### src/rtl/ctrl_redirect_sched_pkg.sv
// Shared constants, FSM encodings, update-record type and age compare
// for the control-ALU redirect scheduler.
package ctrl_redirect_sched_pkg;

  localparam int SIZE_PC      = 32;
  localparam int SIZE_AL_LOG  = 7;
  localparam int TAG_W        = SIZE_AL_LOG + 1;
  localparam int FLAG_MISPRED = 0;
  localparam int FLAG_CTRL    = 5;

  localparam logic [1:0] ST_IDLE     = 2'd0;
  localparam logic [1:0] ST_REDIRECT = 2'd1;
  localparam logic [1:0] ST_FLUSH    = 2'd2;

  typedef struct packed {
    logic [SIZE_PC-1:0] pc;
    logic [SIZE_PC-1:0] target;
    logic               dir;
  } upd_rec_t;

  // Tag MSB is the wrap bit: once the active list has wrapped, index order flips.
  function automatic logic is_older(input logic [TAG_W-1:0] tag_a,
                                    input logic [TAG_W-1:0] tag_b);
    logic older;
    if (tag_a[TAG_W-1] == tag_b[TAG_W-1]) begin
      older = (tag_a[SIZE_AL_LOG-1:0] < tag_b[SIZE_AL_LOG-1:0]);
    end else begin
      older = (tag_a[SIZE_AL_LOG-1:0] > tag_b[SIZE_AL_LOG-1:0]);
    end
    return older;
  endfunction

endpackage

### src/rtl/ctrl_redirect_sched_chk.sv
// Protocol checks for the redirect scheduler: no record dropped on a full
// FIFO, and flush always accompanies redirect.
module ctrl_redirect_sched_chk (
  input logic clk,
  input logic reset,
  input logic overflow_i,
  input logic redirect_i,
  input logic flush_i
);

  a_no_overflow: assert property (@(posedge clk) disable iff (!reset) !overflow_i);
  a_redirect_flush: assert property (@(posedge clk) disable iff (!reset) redirect_i == flush_i);

endmodule

### src/rtl/ctrl_upd_fifo.sv
// Multi-push, single-pop FIFO of predictor-update records. Same-cycle pushes
// are packed in lane order; pushes beyond the free space are dropped.
module ctrl_upd_fifo
  import ctrl_redirect_sched_pkg::*;
#(
  parameter int NUM_PUSH = 2,
  parameter int DEPTH    = 4
) (
  input  logic                clk,
  input  logic                reset,
  input  logic [NUM_PUSH-1:0] push_i,
  input  upd_rec_t            push_data_i [NUM_PUSH],
  input  logic                pop_i,
  output logic                valid_o,
  output upd_rec_t            head_o,
  output logic                stall_o,
  output logic                overflow_o
);

  localparam int PTR_W = $clog2(DEPTH);
  localparam int CNT_W = PTR_W + 1;

  upd_rec_t            mem_q [DEPTH];
  logic [PTR_W-1:0]    wr_ptr_q, wr_ptr_d;
  logic [PTR_W-1:0]    rd_ptr_q, rd_ptr_d;
  logic [CNT_W-1:0]    count_q, count_d;
  logic                stall_q, stall_d;
  logic [NUM_PUSH-1:0] wr_en_s;
  logic [PTR_W-1:0]    wr_idx_s [NUM_PUSH];
  logic                pop_s;
  logic [CNT_W-1:0]    free_s;
  logic [CNT_W-1:0]    n_push_s;

  // Slot allocation; a pop this cycle frees the head slot for a same-cycle push.
  always_comb begin
    pop_s      = pop_i & (count_q != '0);
    free_s     = CNT_W'(DEPTH) - count_q + CNT_W'(pop_s);
    n_push_s   = '0;
    overflow_o = 1'b0;
    wr_en_s    = '0;
    for (int p = 0; p < NUM_PUSH; p++) begin
      wr_idx_s[p] = wr_ptr_q + n_push_s[PTR_W-1:0];
      if (push_i[p] && (n_push_s < free_s)) begin
        wr_en_s[p] = 1'b1;
        n_push_s   = n_push_s + CNT_W'(1);
      end else begin
        wr_en_s[p] = 1'b0;
        overflow_o = overflow_o | push_i[p];
      end
    end
    count_d  = count_q + n_push_s - CNT_W'(pop_s);
    wr_ptr_d = wr_ptr_q + n_push_s[PTR_W-1:0];
    rd_ptr_d = rd_ptr_q + PTR_W'(pop_s);
    stall_d  = ((CNT_W'(DEPTH) - count_d) < CNT_W'(NUM_PUSH));
  end

  // Pointer, occupancy and stall state.
  always_ff @(posedge clk) begin
    if (!reset) begin
      wr_ptr_q <= '0;
      rd_ptr_q <= '0;
      count_q  <= '0;
      stall_q  <= 1'b0;
    end else begin
      wr_ptr_q <= wr_ptr_d;
      rd_ptr_q <= rd_ptr_d;
      count_q  <= count_d;
      stall_q  <= stall_d;
    end
  end

  // Record storage.
  always_ff @(posedge clk) begin
    for (int p = 0; p < NUM_PUSH; p++) begin
      if (wr_en_s[p]) begin
        mem_q[wr_idx_s[p]] <= push_data_i[p];
      end
    end
  end

  // Head is presented directly; zeroed while empty so stale entries never show.
  always_comb begin
    valid_o = (count_q != '0);
    if (valid_o) begin
      head_o = mem_q[rd_ptr_q];
    end else begin
      head_o = '0;
    end
  end

  assign stall_o = stall_q;

endmodule

### src/rtl/ctrl_redirect_sched.sv
// Picks the oldest mispredicting control lane, sequences redirect/flush/recovery
// and queues predictor-update records for fetch.
module ctrl_redirect_sched
  import ctrl_redirect_sched_pkg::*;
#(
  parameter int NUM_LANES    = 2,
  parameter int FLUSH_CYCLES = 3,
  parameter int UPD_DEPTH    = 4
) (
  input  logic                         clk,
  input  logic                         reset,
  input  logic [NUM_LANES-1:0]         exeValid_i,
  input  logic [NUM_LANES*TAG_W-1:0]   exeAlTag_i,
  input  logic [NUM_LANES*SIZE_PC-1:0] exePC_i,
  input  logic [NUM_LANES*SIZE_PC-1:0] exeNextPC_i,
  input  logic [NUM_LANES-1:0]         exeDir_i,
  input  logic [NUM_LANES*8-1:0]       exeFlags_i,
  input  logic                         updReady_i,
  output logic                         redirect_o,
  output logic [SIZE_PC-1:0]           redirectPC_o,
  output logic                         flush_o,
  output logic [TAG_W-1:0]             flushTag_o,
  output logic                         recoverDone_o,
  output logic                         ctrlStall_o,
  output logic                         updValid_o,
  output logic [SIZE_PC-1:0]           updPC_o,
  output logic [SIZE_PC-1:0]           updTarget_o,
  output logic                         updDir_o
);

  localparam int CNT_W = (FLUSH_CYCLES > 1) ? $clog2(FLUSH_CYCLES) : 1;
  localparam logic [CNT_W-1:0] CNT_LOAD = CNT_W'(FLUSH_CYCLES - 1);

  logic [TAG_W-1:0]     lane_tag_s [NUM_LANES];
  upd_rec_t             lane_rec_s [NUM_LANES];
  logic [NUM_LANES-1:0] cand_s, elig_s, push_s;
  logic                 win_valid_s;
  logic [TAG_W-1:0]     win_tag_s;
  logic [SIZE_PC-1:0]   win_npc_s;
  logic                 older_win_s;
  logic [1:0]           state_q, state_d;
  logic [CNT_W-1:0]     cnt_q, cnt_d;
  logic [TAG_W-1:0]     cap_tag_q, cap_tag_d;
  logic [SIZE_PC-1:0]   cap_pc_q, cap_pc_d;
  logic                 redirect_q, flush_q, done_q, done_d;
  logic                 fifo_valid_s, fifo_overflow_s, fifo_stall_s;
  upd_rec_t             fifo_head_s;
  logic                 unused_flags_s;

  assign unused_flags_s = ^exeFlags_i;

  // Lane unpacking; a mispredicting lane always counts as update-eligible.
  always_comb begin
    for (int l = 0; l < NUM_LANES; l++) begin
      lane_tag_s[l]        = exeAlTag_i[l*TAG_W +: TAG_W];
      lane_rec_s[l].pc     = exePC_i[l*SIZE_PC +: SIZE_PC];
      lane_rec_s[l].target = exeNextPC_i[l*SIZE_PC +: SIZE_PC];
      lane_rec_s[l].dir    = exeDir_i[l];
      cand_s[l] = exeValid_i[l] & exeFlags_i[l*8 + FLAG_MISPRED];
      elig_s[l] = exeValid_i[l] &
                  (exeFlags_i[l*8 + FLAG_CTRL] | exeFlags_i[l*8 + FLAG_MISPRED]);
    end
  end

  // Oldest-candidate select; only a strictly older lane displaces, so ties keep the lower lane.
  always_comb begin
    win_valid_s = 1'b0;
    win_tag_s   = '0;
    win_npc_s   = '0;
    for (int l = 0; l < NUM_LANES; l++) begin
      if (cand_s[l] && (!win_valid_s || is_older(lane_tag_s[l], win_tag_s))) begin
        win_valid_s = 1'b1;
        win_tag_s   = lane_tag_s[l];
        win_npc_s   = lane_rec_s[l].target;
      end else begin
        win_valid_s = win_valid_s;
      end
    end
    older_win_s = win_valid_s & is_older(win_tag_s, cap_tag_q);
  end

  // Update enqueue filter: nothing younger than the branch being recovered.
  always_comb begin
    for (int l = 0; l < NUM_LANES; l++) begin
      case (state_q)
        ST_IDLE:     push_s[l] = elig_s[l] & ~(win_valid_s & is_older(win_tag_s, lane_tag_s[l]));
        ST_REDIRECT: push_s[l] = elig_s[l] & is_older(lane_tag_s[l], cap_tag_q);
        ST_FLUSH:    push_s[l] = elig_s[l] & is_older(lane_tag_s[l], cap_tag_q);
        default:     push_s[l] = 1'b0;
      endcase
    end
  end

  // Recovery FSM; an older mispredict during recovery restarts it.
  always_comb begin
    state_d   = state_q;
    cnt_d     = cnt_q;
    cap_tag_d = cap_tag_q;
    cap_pc_d  = cap_pc_q;
    done_d    = 1'b0;
    case (state_q)
      ST_IDLE: begin
        if (win_valid_s) begin
          cap_tag_d = win_tag_s;
          cap_pc_d  = win_npc_s;
          state_d   = ST_REDIRECT;
        end else begin
          state_d = ST_IDLE;
        end
      end
      ST_REDIRECT: begin
        cnt_d = CNT_LOAD;
        if (older_win_s) begin
          cap_tag_d = win_tag_s;
          cap_pc_d  = win_npc_s;
          state_d   = ST_REDIRECT;
        end else begin
          state_d = ST_FLUSH;
        end
      end
      ST_FLUSH: begin
        if (older_win_s) begin
          cap_tag_d = win_tag_s;
          cap_pc_d  = win_npc_s;
          state_d   = ST_REDIRECT;
        end else if (cnt_q == '0) begin
          done_d  = 1'b1;
          state_d = ST_IDLE;
        end else begin
          cnt_d   = cnt_q - CNT_W'(1);
          state_d = ST_FLUSH;
        end
      end
      default: state_d = ST_IDLE;
    endcase
  end

  // FSM state, capture registers and registered control pulses.
  always_ff @(posedge clk) begin
    if (!reset) begin
      state_q    <= ST_IDLE;
      cnt_q      <= '0;
      cap_tag_q  <= '0;
      cap_pc_q   <= '0;
      redirect_q <= 1'b0;
      flush_q    <= 1'b0;
      done_q     <= 1'b0;
    end else begin
      state_q    <= state_d;
      cnt_q      <= cnt_d;
      cap_tag_q  <= cap_tag_d;
      cap_pc_q   <= cap_pc_d;
      redirect_q <= (state_d == ST_REDIRECT);
      flush_q    <= (state_d == ST_REDIRECT);
      done_q     <= done_d;
    end
  end

  ctrl_upd_fifo #(
    .NUM_PUSH (NUM_LANES),
    .DEPTH    (UPD_DEPTH)
  ) u_fifo (
    .clk         (clk),
    .reset       (reset),
    .push_i      (push_s),
    .push_data_i (lane_rec_s),
    .pop_i       (updReady_i),
    .valid_o     (fifo_valid_s),
    .head_o      (fifo_head_s),
    .stall_o     (fifo_stall_s),
    .overflow_o  (fifo_overflow_s)
  );

  ctrl_redirect_sched_chk u_chk (
    .clk        (clk),
    .reset      (reset),
    .overflow_i (fifo_overflow_s),
    .redirect_i (redirect_q),
    .flush_i    (flush_q)
  );

  assign redirect_o    = redirect_q;
  assign flush_o       = flush_q;
  assign redirectPC_o  = cap_pc_q;
  assign flushTag_o    = cap_tag_q;
  assign recoverDone_o = done_q;
  assign ctrlStall_o   = fifo_stall_s;
  assign updValid_o    = fifo_valid_s;
  assign updPC_o       = fifo_head_s.pc;
  assign updTarget_o   = fifo_head_s.target;
  assign updDir_o      = fifo_head_s.dir;

endmodule

### config.mk
export PLATFORM = sky130hd
export DESIGN_NAME = ctrl_redirect_sched
export DESIGN_NICKNAME = d
export VERILOG_FILES = /design/src/rtl/ctrl_redirect_sched_pkg.sv /design/src/rtl/ctrl_redirect_sched_chk.sv /design/src/rtl/ctrl_upd_fifo.sv /design/src/rtl/ctrl_redirect_sched.sv
export SDC_FILE = /design/constraint.sdc
export NUM_CORES = 1
export LEC_CHECK = 0
export CAP_MARGIN = 20
export CORE_MARGIN = 5
export CORE_UTILIZATION = 55
export CTS_BUF_LIST = sky130_fd_sc_hd__clkbuf_8
export CTS_CLUSTER_DIAMETER = 200
export DETAILED_ROUTE_END_ITERATION = 10
export GPL_TIMING_DRIVEN = 0
export PLACE_DENSITY_LB_ADDON = 0.12
export SLEW_MARGIN = 30
export SYNTH_ARGS = -nofsm -noshare
export SYNTH_HDL_FRONTEND = slang
export SYNTH_HIERARCHICAL = 1
export SYNTH_SLANG_ARGS = --single-unit
### constraint.sdc
create_clock -name clk -period 15.48 [get_ports clk]
set_input_delay 3.096 -clock clk [delete_from_list [all_inputs] [get_ports clk]]
set_output_delay 3.096 -clock clk [all_outputs]
set_load 0.05 [all_outputs]
* Word level (Yosys, flattened, before mapping) *
Memories as Yosys holds them, arrays and structs flattened. A register that Yosys moved wholly into a read port is not among the register bits.
Index checks and enable logic that the tools add are counted.

word-level totals
  bits in writable memories = 260
  output and inout port bits = 110
  logic and storage cells = 128
  memories kept = 1
  register bits after elaboration = 54

memory list
  memory        depth  bits a word  rd ports  clocked after memory_dff  write ports  line                 RTL
  u_fifo.mem_q  4      65           1         1                         2            ctrl_upd_fifo.sv:23  upd_rec_t mem_q [DEPTH];

operators by class
  bitwise logic cells = 20
  add/sub/neg operators = 10
  reductions and logical operators = 14
  multiplexer cells = 45
  $lt $le $gt $ge = 15
  eq/ne operators = 13

operators with widths
  cell                                                                    count
  32-bit two-way mux                                                      4
  65-bit two-way mux                                                      1
  32-bit one-hot mux with 2 select lines                                  1
  7-bit > comparator                                                      6
  7-bit < comparator                                                      6
  8-bit two-way mux                                                       4
  1-bit two-way mux                                                       23
  8-bit one-hot mux with 2 select lines                                   1
  1-bit AND                                                               14
  2-bit two-way mux                                                       6
  1-bit equality test                                                     6
  2-bit != test (second input constant)                                   3
  1-bit one-hot mux with 3 select lines                                   2
  2-bit one-hot mux with 3 select lines                                   1
  3-bit AND reduction                                                     2
  3-bit subtractor (first input constant)                                 2
  2-bit by 1-bit adder with 2-bit output                                  2
  2-bit by 1-bit equality test with 1-bit output (second input constant)  2
  2-bit logical NOT                                                       2
  1-bit inverter                                                          4
  2-bit one-hot mux with 2 select lines                                   1
  2-bit nonzero test                                                      2
  3-bit by 1-bit adder with 3-bit output                                  1
  3-bit adder                                                             1
  other kinds (17)                                                        20

* Longest topological paths before layout *
  depth in word-level cells = 23
  gate-level depth with buffers = 33
  mapped depth without buffers = 31

* Cells and area by module *
The synthesis kept the hierarchy.

by module, submodules not included
  module               instances  cells an instance  area each (µm²)
  ctrl_upd_fifo        1          767                13703.1
  ctrl_redirect_sched  1          405                3565.9

* Least setup slack after synthesis *
OpenSTA, ideal clock, no wires.

  path kind = input -> register
  start point = in exeValid_i[0]
  end point = mem u_fifo/mem_q[0][0] in the netlist's numbering, enable pin
  stages on the path = 22
  library setup time = 0.585 ns
  slack = 2.938 ns
  required time = 14.895 ns
  arrival = 11.957 ns
  path through = and2_1 > clkbuf_1 > nand2_1 > ha_1 > a21o_1 > a31oi_1 > a211oi_1 > a311oi_1 > nor2_1 > clkbuf_1 > o21ai_0 > ha_1 > nor2b_1 > o21a_1 > o21a_1 > o21ai_0 > a21oi_1 > mux2i_1 > a311o_1 > o22ai_1 > o31ai_1 > o31ai_1

RTL lines
  what         line                       RTL
  from (decl)  ctrl_redirect_sched.sv:12  input logic [NUM_LANES-1:0] exeValid_i,
  to (decl)    ctrl_upd_fifo.sv:23

==> flow_summary_export.csv <==
group,metric,value,unit
final_layout,layout-area-overhead-vs-synth,27.1,%
sta,clock_skew,26.0,ps
floorplanning,rows,64,
sta,final_hold_viol_count,0,
synth,yosys_warnings,6,
worst_setup_path,cp.required,15760,ps
sta,fin_ws,4580,ps
global_routing,grt_max_degree,17,
worst_setup_path,cp_num_buf_inv,9,
floorplanning,die_area,0.0350,mm²
sta,relSlewSlack,40.6,%
min_path,hold_path_class,"flop to flop",
cts,htreeDepth,2,
worst_setup_path,critical-path-max-stage-delay,500,ps
run,cap_violations,0,
worst_setup_path,crit_type,"primary input to flop",
synth,syn_area,0.0173,mm²
cts,postCtsSetupBuffers,0,
cts,clk_pin_slew_worst_paths,60,ps
power_and_ir_drop,intPower,2.26,mW
synth,synthCells,1169,
worst_setup_path,crit_top_cell,"ha_1",
global_routing,grt.total_usage,25.1,%
worst_setup_path,path_max_fanout,14,
sta,holdWs,486,ps
worst_setup_path,r2r_slack,10560,ps
global_routing,antenna_found_initial,9,
power_and_ir_drop,p_switching,1.44,mW
sta,rsz0062_at_grt,"no",
floorplanning,initial_core_util,56.1,%
sta,max_freq,0.0918,GHz
worst_setup_path,critPathTopFamily,"compound AO/OA/AOI/OAI gates",
power_and_ir_drop,power_frac_seq,32.2,%
min_path,min_from,"cnt_q[1]",
cts,cts-root-buf,"clkbuf_8",
final_layout,drive_above_1_share,29.4,%
route,vias,11372,
floorplanning,die-width,187,µm
worst_setup_path,timing.rr.start,"u_fifo/count_q[1]",
cts,tritoncts,"yes",
power_and_ir_drop,powerDensity,169,mW/mm²
worst_setup_path,r2r_end,"u_fifo/mem_q[3][39]",
final_layout,layout.nets,1736,
place,place_ws,4110,ps
worst_setup_path,worst_r2r_path_depth,18,
power_and_ir_drop,switching_share,38.9,%
sta,slew_violations,0,
min_path,whs_path_depth,2,
worst_setup_path,cp-end-kind,"flop",
route,route.detailed.drc,0,
cts,clock_latency,590,ps
min_path,hold_end,"cnt_q[1]",
floorplanning,pin_count,277,
place,port_buffers,264,
route,routed_wl,44100,µm
final_layout,antennaDiodeCount,0,
cts,post_cts_resized,0,
route,vias_per_cell,5.84,
floorplanning,die_h,187,µm
status,run_status,"finished clean",
place,gp_congestion,0.852,
global_routing,use_met2,43.6,%
global_routing,grtUsageMet3,5.99,%
worst_setup_path,startpoint_type,"primary input",
cts,clockBufferDepth,3,
route,wl_per_cell,22.6,µm
worst_setup_path,worstPathArrival,11170,ps
power_and_ir_drop,clkPwrFrac,19.0,%
place,place_hpwl,31700,µm
global_routing,grt.busiest_layer,"met2",
sta,worst_pin_slew,886,ps
global_routing,grt_first_pass_wirelength,69500,µm
power_and_ir_drop,comb_power_share,48.8,%
global_routing,use_met1,32.1,%
floorplanning,core,0.0307,mm²
global_routing,grt_pass1_vias,12322,
cts,cts_hold_buf,0,
synth,synth.avg_cell_area,14.8,µm²
route,dr.pass1.iters,5,
cts,numCtsBuffers,53,
sta,fin_crit_sh,70.4,%
final_layout,fillers,2174,
cts,cts.sinks,314,
power_and_ir_drop,leakage,8.01,nW
power_and_ir_drop,vdd_ir_drop_max,0.134,mV
global_routing,grt_overflow,0,
worst_setup_path,cp_slowest_cell,"clkdlybuf4s50_1",
synth,synth_nets,1394,
route,drt_iter0_drc,778,
route,ant_nets,0,
sta,period_needed,10900,ps
sta,setup_viol,0,
## flip-flops by register name, summed over array words and instances, names as in the netlist
signal and flops:
recoverDone_o 1, u_fifo/rd_ptr_q 2, u_fifo/mem_q 260, u_fifo/wr_ptr_q 2, flushTag_o 8, u_fifo/stall_o 1, cnt_q 2, flush_o 1
state_q 2, u_fifo/count_q 3, redirectPC_o 32
## layer usage
metal	part of all wire, %	wire length [µm]
met2	50	21900
met1	42	18300
met4	1.6	721
met5	0.21	93
met3	6.9	3050
## final cells by class
| class | instances | area, µm² | area share [%] |
|---|---|---|---|
| Multi-Input combinational cell | 740 | 7780 | 35.5 |
| Tap cell | 396 | 495 | 2.26 |
| Clock buffer | 59 | 812 | 3.70 |
| Sequential cell | 314 | 8890 | 40.5 |
| Clock inverter | 36 | 204 | 0.930 |
| Timing Repair Buffer | 287 | 3110 | 14.2 |
| Buffer | 73 | 478 | 2.18 |
| Inverter | 42 | 158 | 0.719 |
## power groups by stage
stage	Combinational [mW]	Clock, mW	Sequential [mW]
3_5_place_dp	1.81	0	1.21
3_3_place_gp	1.71	0	1.26
4_1_cts	1.82	0.722	1.19
6_report	1.80	0.705	1.19
2_1_floorplan	1.11	0	1.29
5_1_grt	1.91	0.765	1.21
## placed cells by master, fill, tap and decap left out, drive strengths merged, types with 4 or more instances in the layout
cell type	instances
and2	72
nand3	9
nor2	44
clkdlybuf4s50	264
mux2	262
xor2	6
nand2	25
a21oi	12
clkbuf	86
mux2i	4
nand2b	5
o21a	8
o211ai	13
dfxtp	54
mux4	65
ha	57
o21ai	20
a21o	6
o211a	6
nand4	6
inv	66
a22oi	32
edfxtp	260
nor2b	10
a31oi	5
buf	69
a211oi	36
clkinv	8
xnor2	5
## stage by stage
stage	TNS [ps]	power (mW)	cell area, µm²	util, %	instances
3_3_place_gp	-765230	2.97	20400	66.3	1829
5_1_grt	0	3.88	21900	71.3	1947
3_5_place_dp	0	3.02	20900	68.0	1852
2_1_floorplan	0	2.41	17300	-	1169
4_1_cts	0	3.74	21900	71.3	1947
6_report	0	3.70	21900	71.3	1947
## worst max path at each step
stage	start	end	slack (ps)	cells after the start
global placement	exeValid_i[0]	u_fifo/mem_q[0][30]	-3230	24
floorplan	exeValid_i[0]	u_fifo/mem_q[0][0]	2970	22
global route	exeFlags_i[0]	u_fifo/mem_q[3][49]	4030	33
finish	exeValid_i[0]	u_fifo/mem_q[3][39]	4580	33
CTS	exeValid_i[0]	u_fifo/mem_q[3][52]	4690	33
detailed placement	exeValid_i[0]	u_fifo/mem_q[3][41]	4110	33
## tightest hold or removal path: stages, from the launching register on
cell and delay, ps:
dfxtp_1 300, inv_1 70, a31oi_1 70
Power figures use the tool's default switching activity.
